`config.mk`:
```
export PLATFORM = sky130hd
export DESIGN_NAME = vx_unified_sets_ctrl_flat
export DESIGN_NICKNAME = d
export VERILOG_FILES = /design/src/rtl/vx_unified_sets_ctrl_if.sv /design/src/rtl/vx_unified_sets_ctrl.sv /design/src/flat_wrapper.sv
export SDC_FILE = /design/constraint.sdc
export NUM_CORES = 1
export LEC_CHECK = 0
export BUFFER_PORTS_ARGS = -buffer_cell sky130_fd_sc_hd__buf_4
export CORE_MARGIN = 2
export CORE_UTILIZATION = 28
export DETAILED_ROUTE_END_ITERATION = 10
export HOLD_SLACK_MARGIN = 0.08
export PLACE_DENSITY_LB_ADDON = 0.2
export SLEW_MARGIN = 40
export SYNTH_ARGS = -nofsm -noshare
export SYNTH_HDL_FRONTEND = slang
export SYNTH_SLANG_ARGS = --single-unit
```
`constraint.sdc`:
```
create_clock -name clk -period 4.1 [get_ports clk]
set_input_delay 0 -clock clk [delete_from_list [all_inputs] [get_ports clk]]
set_output_delay 0 -clock clk [all_outputs]
set_load 0.01 [all_outputs]
```
`src/rtl/vx_unified_sets_ctrl_if.sv`:
```
// Bundles the DCR write bus, the dcache handshake observations and the invalidate channel of vx_unified_sets_ctrl.
// The master side is the socket environment and the slave side is the controller.
interface vx_unified_sets_ctrl_if #(
  parameter int SETS_WIDTH     = 12,
  parameter int NUM_REQS       = 4,
  parameter int DCR_ADDR_WIDTH = 12,
  parameter int DCR_DATA_WIDTH = 32
);
  logic                      dcr_write_valid;
  logic [DCR_ADDR_WIDTH-1:0] dcr_write_addr;
  logic [DCR_DATA_WIDTH-1:0] dcr_write_data;
  logic [NUM_REQS-1:0]       req_fire;
  logic [NUM_REQS-1:0]       rsp_fire;
  logic                      req_stall;
  logic                      inval_valid;
  logic [SETS_WIDTH-1:0]     inval_set;
  logic                      inval_ready;
  logic [SETS_WIDTH-1:0]     l1_sets;
  logic                      busy;

  modport master (
    output dcr_write_valid, dcr_write_addr, dcr_write_data,
    output req_fire, rsp_fire, inval_ready,
    input  req_stall, inval_valid, inval_set, l1_sets, busy
  );

  modport slave (
    input  dcr_write_valid, dcr_write_addr, dcr_write_data,
    input  req_fire, rsp_fire, inval_ready,
    output req_stall, inval_valid, inval_set, l1_sets, busy
  );
endinterface

```
`src/rtl/vx_unified_sets_ctrl.sv`:
```
// Owns the dcache L1/shared-memory set split: stalls and drains the core, invalidates re-roled sets, then applies it.
// Optional macro VX_SETS_CTRL_PERF_EN adds saturating reconfiguration and stall-cycle counters.
module vx_unified_sets_ctrl #(
  parameter int TOTAL_SETS     = 64,
  parameter int SETS_WIDTH     = 12,
  parameter int NUM_REQS       = 4,
  parameter int MAX_PENDING    = 64,
  parameter int DCR_ADDR_WIDTH = 12,
  parameter int DCR_DATA_WIDTH = 32,
  parameter logic [DCR_ADDR_WIDTH-1:0] SETS_DCR_ADDR = 12'h00A
) (
  input  logic clk,
  input  logic reset_n,
  vx_unified_sets_ctrl_if.slave bus
`ifdef VX_SETS_CTRL_PERF_EN
  ,
  output logic [31:0] perf_reconfigs,
  output logic [43:0] perf_stall_cycles
`endif
);
  localparam int CNT_W = $clog2(MAX_PENDING + 1);
  localparam logic [SETS_WIDTH-1:0] TOTAL  = SETS_WIDTH'(TOTAL_SETS);
  localparam logic [SETS_WIDTH-1:0] MAX_SM = SETS_WIDTH'(TOTAL_SETS - 1);

  typedef enum logic [2:0] {IDLE, STALL, DRAIN, INVAL, APPLY} state_e;

  state_e                state_q, state_d;
  logic [SETS_WIDTH-1:0] l1_sets_q, l1_sets_d;
  logic [SETS_WIDTH-1:0] new_sets_q, new_sets_d;
  logic [SETS_WIDTH-1:0] pending_q, pending_d;
  logic                  pending_valid_q, pending_valid_d;
  logic [SETS_WIDTH-1:0] inval_set_q, inval_set_d;
  logic                  req_stall_q, req_stall_d;
  logic [CNT_W-1:0]      outstanding_q, outstanding_d;

  logic [CNT_W:0]        req_cnt, rsp_cnt, cnt_sum;
  logic                  cnt_underflow, cnt_overflow;
  logic [SETS_WIDTH-1:0] sm_req, sm_clamped, inval_first, inval_last;
  logic                  dcr_hit;

  always_comb begin
    req_cnt = '0;
    rsp_cnt = '0;
    for (int i = 0; i < NUM_REQS; i++) begin
      req_cnt = req_cnt + (CNT_W+1)'(bus.req_fire[i]);
      rsp_cnt = rsp_cnt + (CNT_W+1)'(bus.rsp_fire[i]);
    end
    cnt_sum       = {1'b0, outstanding_q} + req_cnt - rsp_cnt;
    cnt_underflow = ({1'b0, outstanding_q} + req_cnt) < rsp_cnt;
    cnt_overflow  = !cnt_underflow && (cnt_sum > (CNT_W+1)'(MAX_PENDING));
    outstanding_d = cnt_sum[CNT_W-1:0];
  end

  always_comb begin
    sm_req      = bus.dcr_write_data[SETS_WIDTH-1:0];
    sm_clamped  = (sm_req > MAX_SM) ? MAX_SM : sm_req;
    dcr_hit     = bus.dcr_write_valid && (bus.dcr_write_addr == SETS_DCR_ADDR);
    inval_first = (l1_sets_q < new_sets_q) ? l1_sets_q : new_sets_q;
    inval_last  = ((l1_sets_q > new_sets_q) ? l1_sets_q : new_sets_q) - SETS_WIDTH'(1);
  end

  always_comb begin
    state_d         = state_q;
    l1_sets_d       = l1_sets_q;
    new_sets_d      = new_sets_q;
    pending_d       = pending_q;
    pending_valid_d = pending_valid_q;
    inval_set_d     = inval_set_q;
    case (state_q)
      IDLE: begin
        if (pending_valid_q) begin
          pending_valid_d = 1'b0;
          if (pending_q != l1_sets_q) begin
            new_sets_d = pending_q;
            state_d    = STALL;
          end
        end
      end
      STALL: state_d = DRAIN;
      DRAIN: begin
        if (outstanding_q == '0) begin
          inval_set_d = inval_first;
          state_d     = INVAL;
        end
      end
      INVAL: begin
        if (bus.inval_ready) begin
          inval_set_d = inval_set_q + SETS_WIDTH'(1);
          if (inval_set_q == inval_last) state_d = APPLY;
        end
      end
      APPLY: begin
        l1_sets_d = new_sets_q;
        state_d   = IDLE;
      end
      default: state_d = IDLE;
    endcase
    // A fresh write overrides whatever the FSM just consumed, so the latest value always wins.
    if (dcr_hit) begin
      pending_d       = TOTAL - sm_clamped;
      pending_valid_d = 1'b1;
    end
    req_stall_d = (state_d != IDLE);
  end

  always_ff @(posedge clk or negedge reset_n) begin
    if (!reset_n) begin
      state_q         <= IDLE;
      l1_sets_q       <= TOTAL;
      new_sets_q      <= TOTAL;
      pending_q       <= '0;
      pending_valid_q <= 1'b0;
      inval_set_q     <= '0;
      req_stall_q     <= 1'b0;
      outstanding_q   <= '0;
    end else begin
      state_q         <= state_d;
      l1_sets_q       <= l1_sets_d;
      new_sets_q      <= new_sets_d;
      pending_q       <= pending_d;
      pending_valid_q <= pending_valid_d;
      inval_set_q     <= inval_set_d;
      req_stall_q     <= req_stall_d;
      outstanding_q   <= outstanding_d;
    end
  end

  assign bus.req_stall   = req_stall_q;
  assign bus.inval_valid = (state_q == INVAL);
  assign bus.inval_set   = inval_set_q;
  assign bus.l1_sets     = l1_sets_q;
  assign bus.busy        = (state_q != IDLE) || pending_valid_q;

  a_no_underflow: assert property (@(posedge clk) disable iff (!reset_n) !cnt_underflow);
  a_no_overflow:  assert property (@(posedge clk) disable iff (!reset_n) !cnt_overflow);
  a_no_req_while_stalled: assert property (@(posedge clk) disable iff (!reset_n)
    !(req_stall_q && (|bus.req_fire)));

`ifdef VX_SETS_CTRL_PERF_EN
  logic [31:0] perf_reconfigs_q, perf_reconfigs_d;
  logic [43:0] perf_stall_cycles_q, perf_stall_cycles_d;

  always_comb begin
    perf_reconfigs_d    = perf_reconfigs_q;
    perf_stall_cycles_d = perf_stall_cycles_q;
    if ((state_q == APPLY) && (perf_reconfigs_q != '1)) perf_reconfigs_d = perf_reconfigs_q + 32'd1;
    if (req_stall_q && (perf_stall_cycles_q != '1)) perf_stall_cycles_d = perf_stall_cycles_q + 44'd1;
  end

  always_ff @(posedge clk or negedge reset_n) begin
    if (!reset_n) begin
      perf_reconfigs_q    <= '0;
      perf_stall_cycles_q <= '0;
    end else begin
      perf_reconfigs_q    <= perf_reconfigs_d;
      perf_stall_cycles_q <= perf_stall_cycles_d;
    end
  end

  assign perf_reconfigs    = perf_reconfigs_q;
  assign perf_stall_cycles = perf_stall_cycles_q;
`endif
endmodule

```
`src/flat_wrapper.sv`:
```
// flat-port wrapper written by rule: the top's interface ports become plain ports
module vx_unified_sets_ctrl_flat 
#(
  parameter int TOTAL_SETS     = 64,
  parameter int SETS_WIDTH     = 12,
  parameter int NUM_REQS       = 4,
  parameter int MAX_PENDING    = 64,
  parameter int DCR_ADDR_WIDTH = 12,
  parameter int DCR_DATA_WIDTH = 32,
  parameter logic [DCR_ADDR_WIDTH-1:0] SETS_DCR_ADDR = 12'h00A
)
  (clk, reset_n, bus_dcr_write_valid, bus_dcr_write_addr, bus_dcr_write_data, bus_req_fire, bus_rsp_fire, bus_inval_ready, bus_req_stall, bus_inval_valid, bus_inval_set, bus_l1_sets, bus_busy);
  vx_unified_sets_ctrl_if #(.SETS_WIDTH(SETS_WIDTH), .NUM_REQS(NUM_REQS), .DCR_ADDR_WIDTH(DCR_ADDR_WIDTH), .DCR_DATA_WIDTH(DCR_DATA_WIDTH)) bus_i ();
  input  logic clk;
  input  logic reset_n;
  input wire logic [$bits(bus_i.dcr_write_valid)-1:0] bus_dcr_write_valid;
  input wire logic [$bits(bus_i.dcr_write_addr)-1:0] bus_dcr_write_addr;
  input wire logic [$bits(bus_i.dcr_write_data)-1:0] bus_dcr_write_data;
  input wire logic [$bits(bus_i.req_fire)-1:0] bus_req_fire;
  input wire logic [$bits(bus_i.rsp_fire)-1:0] bus_rsp_fire;
  input wire logic [$bits(bus_i.inval_ready)-1:0] bus_inval_ready;
  output wire logic [$bits(bus_i.req_stall)-1:0] bus_req_stall;
  output wire logic [$bits(bus_i.inval_valid)-1:0] bus_inval_valid;
  output wire logic [$bits(bus_i.inval_set)-1:0] bus_inval_set;
  output wire logic [$bits(bus_i.l1_sets)-1:0] bus_l1_sets;
  output wire logic [$bits(bus_i.busy)-1:0] bus_busy;
  assign bus_i.dcr_write_valid = bus_dcr_write_valid;
  assign bus_i.dcr_write_addr = bus_dcr_write_addr;
  assign bus_i.dcr_write_data = bus_dcr_write_data;
  assign bus_i.req_fire = bus_req_fire;
  assign bus_i.rsp_fire = bus_rsp_fire;
  assign bus_i.inval_ready = bus_inval_ready;
  assign bus_req_stall = bus_i.req_stall;
  assign bus_inval_valid = bus_i.inval_valid;
  assign bus_inval_set = bus_i.inval_set;
  assign bus_l1_sets = bus_i.l1_sets;
  assign bus_busy = bus_i.busy;
  vx_unified_sets_ctrl #(.TOTAL_SETS(TOTAL_SETS), .SETS_WIDTH(SETS_WIDTH), .NUM_REQS(NUM_REQS), .MAX_PENDING(MAX_PENDING), .DCR_ADDR_WIDTH(DCR_ADDR_WIDTH), .DCR_DATA_WIDTH(DCR_DATA_WIDTH), .SETS_DCR_ADDR(SETS_DCR_ADDR)) u_core (.clk(clk), .reset_n(reset_n), .bus(bus_i));
endmodule
```
==> results of run 1 <==
-- metal layers --
metal  track usage  vias to the layer above  part of all wire
met4        0.0364                        0            0.0094
met2         0.234                       95              0.47
met1         0.204                     1774              0.47
li1              -                     1877                 -
met3        0.0367                        7             0.050
met5             0                        -                 0
-- registers in the layout (all words and copies together) (netlist names) --
name                    flops
u_core.pending_valid_q      1
u_core.new_sets_q          12
u_core.bus.inval_set       12
u_core.bus.req_stall        1
u_core.pending_q           12
u_core.outstanding_q        7
u_core.bus.l1_sets         12
u_core.state_q              3
-- final cells by class --
cell class,instances,area (µm²),share of cell area
clock buffers,10,229,0.0404
clock inverters,6,113,0.0199
inverters,37,139,0.0245
multi-input cells,365,2670,0.471
flip-flops and latches,60,1500,0.265
well taps,211,264,0.0465
repair buffers,96,752,0.133
-- tightest hold or removal path: cells and delay by family --
family,cells,cell delay (ns)
AND/OR/NAND/NOR,2,0.20
buffers and inverters,1,0.07
AO/OA/AOI/OAI,1,0.11
-- power by group through the flow --
| stage | logic, mW | clock network [mW] | registers, mW |
|---|---|---|---|
| 2_1_floorplan | 0.502 | 0 | 0.762 |
| 3_3_place_gp | 0.688 | 0 | 0.775 |
| 3_5_place_dp | 0.712 | 0 | 0.778 |
| 4_1_cts | 0.723 | 0.900 | 0.768 |
| 5_1_grt | 0.826 | 0.930 | 0.781 |
| 6_report | 0.710 | 0.882 | 0.768 |
-- logic make-up after synthesis --
kind of cell / count (synthesis)
muxes: 39
buffers and inverters: 53
and+or+nand+nor: 154
xor gates and xnor gates: 39
AOI/OAI and AO/OA: 101
adders and majority gates: 32
DFF: 60
-- path summary, 6_finish.rpt --
check                                      start                        to  slack, ns  depth (start not counted)
setup reg to reg            u_core.new_sets_q[6]         u_core.state_q[2]       0.21                         14
min in group asynchronous                reset_n  u_core.bus.inval_set[11]       0.20                          2
hold reg to reg              u_core.pending_q[2]       u_core.pending_q[2]       0.52                          2
hold / removal             bus_dcr_write_data[6]       u_core.pending_q[6]       0.09                          4
max in group asynchronous                reset_n     u_core.bus.l1_sets[6]       3.49                          2
setup / recovery            u_core.new_sets_q[6]         u_core.state_q[2]       0.21                         14
-- synth_stat cells, types with 2 or more instances --
library cell	count
nand2b_1	6
ha_1	26
a22o_1	2
a221o_1	2
mux2_2	24
nand3b_1	3
mux2i_1	15
fa_1	6
nor3_1	11
a21o_1	3
and3_1	9
buf_6	2
a31oi_1	3
dfrtp_1	58
nor3b_1	3
nor4b_1	4
nand4_1	4
and2_1	8
or3_1	3
nor2b_1	4
dfstp_2	2
o21ai_0	20
nand3_1	17
o22ai_1	3
a2111oi_0	2
xnor2_1	19
o31ai_1	7
clkbuf_1	13
nor4_1	4
a21oi_1	39
nand2_1	38
nor2_1	30
xor2_1	20
or2_2	3
inv_1	37
nand4b_1	2
o211ai_1	2
a211oi_1	4
-- timing repair --
item	CTS	global route
hold endpoints to repair	65	0
hold buffers	11	0
setup buffers	0	0
==> flow_summary_export.csv, run 1 <==
group,metric,value,unit
outcome,run_status,"completed",
power_and_ir_drop,internal_power,1.62,mW
yosys,synthCells,478,
clock_network,htreeDepth,3,
yosys,synth_top_family_by_area,"simple AND/OR/NAND/NOR gates",
finish,nets,657,
yosys,syn_area,0.00440,mm²
clock_network,cts_buffer_depth,2,
die,die_area,0.0167,mm²
yosys,synth-compound-area-share,0.151,
placed_design,dp_slack,0.255,ns
worst_setup_path,critical_path.max_stage_delay,0.58,ns
clock_network,clk_pin_slew,0.05,ns
placed_design,place.gp.congestion,0.868,
timing,slew_violations,0,
yosys,ys_top_cells_by_area,"dfrtp_1 (33%), ha_1 (7.4%), mux2_2 (6.1%)",
finish,area_growth_syn_to_layout,29.0,%
die,die_h,129,µm
timing,hold_viol,0,
grt,grt_pass1_vias,3581,
worst_setup_path,crit_type,"reg2reg",
run,max_cap_viol_count,0,
power_and_ir_drop,peakVddDrop,0.000191,V
timing,tightest_slew,0.674,ns
grt,grt_overflow_total,0,
detailed_routing,drt-initial-drc-count,200,
timing,setup_ws,0.210,ns
yosys,ys_seq_area_frac,0.342,
yosys,synth_warnings,0,
grt,grt_pass1_wl,19.0,mm
clock_network,cts_inserted_buffers,9,
power_and_ir_drop,p_switching,0.744,mW
detailed_routing,viasPerCell,4.78,
yosys,synth_simple_gate_area_frac,0.182,
clock_network,cts_sinks,60,
die,start_util,0.288,
finish,finalNonFillerCells,785,
power_and_ir_drop,sequentialPowerShare,0.325,
finish,n_antenna_cell,0,
timing,setup_viol,0,
yosys,synth_top_area_cell,"dfrtp_1",
detailed_routing,ant_nets,0,
clock_network,cts_tree,"yes",
yosys,syn_avg_cell_area,9.20,µm²
finish,drive_gt1_frac,0.237,
timing,min_period,3.89,ns
die,core-area,0.0153,mm²
detailed_routing,wl,11.8,mm
clock_network,cts_resized,0,
worst_setup_path,cpMaxStageDelayCell,"dfstp_2",
worst_setup_path,path_common_cell,"ha_1",
worst_setup_path,cp.required,4.37,ns
yosys,syn_nets,566,
power_and_ir_drop,finalPower,2.36,mW
timing,fin_crit_sh,0.949,
finish,final_common_cell,"buf_4",
yosys,synth_xor_area_frac,0.0777,
grt,grt.total_usage,0.148,
finish,fin_util,0.372,
power_and_ir_drop,power_frac_comb,0.301,
yosys,synth_top_area_frac,0.330,
timing,skew,0.00584,ns
finish,fin_area,0.00567,mm²
grt,grt_max_degree,61,
yosys,yosys_most_used_dff,"dfrtp_1",
placed_design,post_dp_cell_area,0.00521,mm²
timing,holdWs,0.0857,ns
yosys,synth_edf_count,0,
die,rows,45,
detailed_routing,dr.pass1.iters,4,
yosys,synth.mux.area_fraction,0.0956,
yosys,synthArstFlopShare,1.00,
worst_setup_path,crit_fanout,5,
clock_network,clk-insertion-delay-late,0.34,ns
timing,rsz0062_at_grt,"false",
worst_setup_path,endpoint_kind,"register",
placed_design,io_buffer_count,62,
power_and_ir_drop,leakagePower,2.72,nW
power_and_ir_drop,power_density,416,mW/mm²
detailed_routing,routedWlPerCell,15.1,µm
worst_setup_path,crit_arrival,4.16,ns
yosys,synth_cell_types,58,
worst_setup_path,critPathLaunchType,"register",
worst_setup_path,critPathBufInv,1,
worst_setup_path,cp_top_family,"compound AO/OA/AOI/OAI gates",
yosys,synth_fa_ha_area_frac,0.101,
power_and_ir_drop,power.share.clock,0.374,
detailed_routing,vias,3753,
die,io_pins,83,
timing,setup_tns,0,ns
worst_setup_path,path_cells,"inv_1 > ha_1 > nand4_1 > a211o_1 > a31oi_4 > mux2i_1 > ha_1 > xor2_1 > and2_1 > nor4b_1 > a31oi_1 > a221o_1 > a2111oi_4 > and3_1",
die,dieWidth,129,µm
power_and_ir_drop,power_switching_share,0.315,
worst_hold_path,hp-class,"in2reg",
timing,slew_headroom,0.550,
finish,layout_common_cells,"buf_4 (84), dfrtp_1 (58), a21oi_1 (39)",
finish,fill_cells,1532,
timing,fmax,0.257,GHz
clock_network,cts-root-buf,"clkbuf_16",
placed_design,hpwl,9.17,mm
yosys,ys_ff_latch,60,
grt,antenna_found_initial,0,
detailed_routing,drc,0,
placed_design,place_inst,758,
(Power assumes the default switching activity.)
==> inputs of run 2 (changes only) <==
--- a/config.mk
+++ b/config.mk
@@ -6,9 +6,11 @@
 export NUM_CORES = 1
 export LEC_CHECK = 0
 export BUFFER_PORTS_ARGS = -buffer_cell sky130_fd_sc_hd__buf_4
+export CORE_ASPECT_RATIO = 1.4
 export CORE_MARGIN = 2
 export CORE_UTILIZATION = 28
 export DETAILED_ROUTE_END_ITERATION = 10
+export GPL_TIMING_DRIVEN = 0
 export HOLD_SLACK_MARGIN = 0.08
 export PLACE_DENSITY_LB_ADDON = 0.2
 export SLEW_MARGIN = 40
==> run 2 against run 1 <==
Against the previous run:
- register-to-register slack got worse by 0.14 ns
- clock skew increased by 0.0043 ns
- critical path type unchanged
- non-clock buffer count increased by 4
==> flow_summary_export.csv, run 2 (synthesis gave the netlist of run 1 again) <==
group,metric,value,unit
timing,fmax,0.248,GHz
timing,fin_crit_sh,0.984,
grt,grt_max_degree,61,
die,core-area,0.0155,mm²
grt,grt.total_usage,0.155,
finish,fill_cells,1567,
worst_setup_path,cp.required,4.36,ns
finish,final_common_cell,"buf_4",
die,rows,54,
finish,layout_common_cells,"buf_4 (72), dfrtp_1 (44), nand2_1 (38)",
power_and_ir_drop,power_density,405,mW/mm²
detailed_routing,routedWlPerCell,16.4,µm
worst_setup_path,path_cells,"inv_4 > ha_4 > nand4_1 > a211o_1 > buf_6 > a31oi_4 > buf_8 > mux2i_4 > ha_2 > xor2_2 > and2_4 > nand3_2 > nor2_2 > a41oi_2 > a221o_1 > a2111oi_4 > and3_1",
worst_setup_path,critical_path.max_stage_delay,0.58,ns
detailed_routing,wl,12.7,mm
power_and_ir_drop,power_frac_comb,0.309,
clock_network,clk_pin_slew,0.05,ns
timing,hold_viol,0,
detailed_routing,vias,3826,
worst_hold_path,hp-class,"in2reg",
grt,grt_pass1_wl,19.8,mm
timing,skew,0.0101,ns
power_and_ir_drop,peakVddDrop,0.000180,V
timing,slew_violations,0,
run,max_cap_viol_count,0,
placed_design,dp_slack,-0.237,ns
outcome,run_status,"completed",
power_and_ir_drop,p_switching,0.740,mW
power_and_ir_drop,power_switching_share,0.318,
timing,min_period,4.03,ns
worst_setup_path,regToRegSetupSlack,0.07,ns
finish,nets,661,
die,die_h,152,µm
worst_setup_path,crit_arrival,4.30,ns
power_and_ir_drop,internal_power,1.59,mW
finish,n_antenna_cell,0,
worst_setup_path,cpMaxStageDelayCell,"dfstp_2",
clock_network,cts_sinks,60,
clock_network,cts_tree,"yes",
die,die_area,0.0167,mm²
power_and_ir_drop,sequentialPowerShare,0.332,
worst_setup_path,endpoint_kind,"register",
detailed_routing,dr.pass1.iters,5,
detailed_routing,drc,0,
detailed_routing,drt-initial-drc-count,133,
die,dieWidth,110,µm
clock_network,cts_inserted_buffers,9,
placed_design,hpwl,9.64,mm
detailed_routing,ant_nets,0,
power_and_ir_drop,leakagePower,2.68,nW
clock_network,cts_buffer_depth,2,
placed_design,place.gp.congestion,0.870,
timing,setup_viol,0,
power_and_ir_drop,finalPower,2.33,mW
timing,setup_ws,0.0658,ns
grt,grt_overflow_total,0,
clock_network,clk-insertion-delay-late,0.34,ns
worst_setup_path,critPathLaunchType,"register",
placed_design,io_buffer_count,62,
timing,holdWs,0.0943,ns
finish,fin_util,0.372,
die,io_pins,83,
grt,grt_pass1_vias,3790,
worst_setup_path,crit_fanout,4,
finish,drive_gt1_frac,0.274,
die,start_util,0.284,
placed_design,place_inst,736,
grt,antenna_found_initial,0,
clock_network,htreeDepth,3,
power_and_ir_drop,power.share.clock,0.359,
finish,area_growth_syn_to_layout,31.0,%
timing,slew_headroom,0.486,
clock_network,cts-root-buf,"clkbuf_16",
detailed_routing,viasPerCell,4.95,
worst_setup_path,crit_type,"reg2reg",
timing,tightest_slew,0.761,ns
finish,finalNonFillerCells,773,
## run 2: cell types whose count changed in the layout (fill, tap and decap cells not counted), sizes merged
cell      delta
buf          -9
clkinvlp     +1
bufinv       -1
clkbuf      +14
clkinv       -2
## run 2: path summary, 6_finish.rpt
path / cells past startpoint / end / start
worst min-delay path: 4 / u_core.pending_q[4] / bus_dcr_write_data[6]
min in group asynchronous: 2 / u_core.bus.inval_set[9] / reset_n
max in group asynchronous: 2 / u_core.bus.l1_sets[0] / reset_n
worst max register to register: 17 / u_core.state_q[2] / u_core.new_sets_q[6]
worst max-delay path: 17 / u_core.state_q[2] / u_core.new_sets_q[6]
worst min register to register: 2 / u_core.pending_q[6] / u_core.pending_q[6]
## run 2: repair_timing
item,in CTS,in global routing
setup buffers,2,9
resized for setup,8,28
pin swaps,2,11
hold buffers,11,0
setup endpoints to repair,3,3
endpoints found under the hold margin,65,0
## run 2: power groups by stage
stage / sequential, mW / combinational, mW / clock [mW]
final: 0.773 / 0.720 / 0.837
after floorplan: 0.762 / 0.502 / 0
after detailed placement: 0.780 / 0.706 / 0
after CTS: 0.770 / 0.723 / 0.847
after global placement: 0.779 / 0.682 / 0
after global routing: 0.787 / 0.828 / 0.875
## run 2: area by class of cell
| class | instances | area [µm²] | share of cell area |
|---|---|---|---|
| multi-input cells | 365 | 2770 | 0.482 |
| inverters | 37 | 141 | 0.0246 |
| flip-flops and latches | 60 | 1520 | 0.264 |
| clock buffers | 11 | 253 | 0.0439 |
| well taps | 196 | 245 | 0.0426 |
| repair buffers | 84 | 662 | 0.115 |
| plain buffers | 16 | 90.1 | 0.0156 |
| clock inverters | 4 | 72.6 | 0.0126 |
## run 2: critical path, delay by kind of cell, from the launching register on
kind / cells / cell delay (ns)
AO/OA/AOI/OAI: 5 / 1.26
XOR/XNOR: 1 / 0.16
adder cells (fa/ha/maj): 2 / 0.59
buffers and inverters: 3 / 0.35
flip-flops: 1 / 0.58
multiplexers: 1 / 0.26
AND/OR/NAND/NOR: 5 / 0.76
## run 2: through the flow
stage               TNS [ns]  cell area [µm²]
detailed placement    -0.692             5110
finish                     0             5760
global route          -0.114             5760
CTS                        0             5580
floorplan                  0             4400
global placement      -0.705             5110
## run 2: layer usage
metal	vias to the layer above	global-route usage	wire length, µm
met4	0	0.0567	305
met1	1830	0.187	5370
li1	1888	-	-
met2	88	0.270	6710
met3	20	0.0248	334
met5	-	0	0
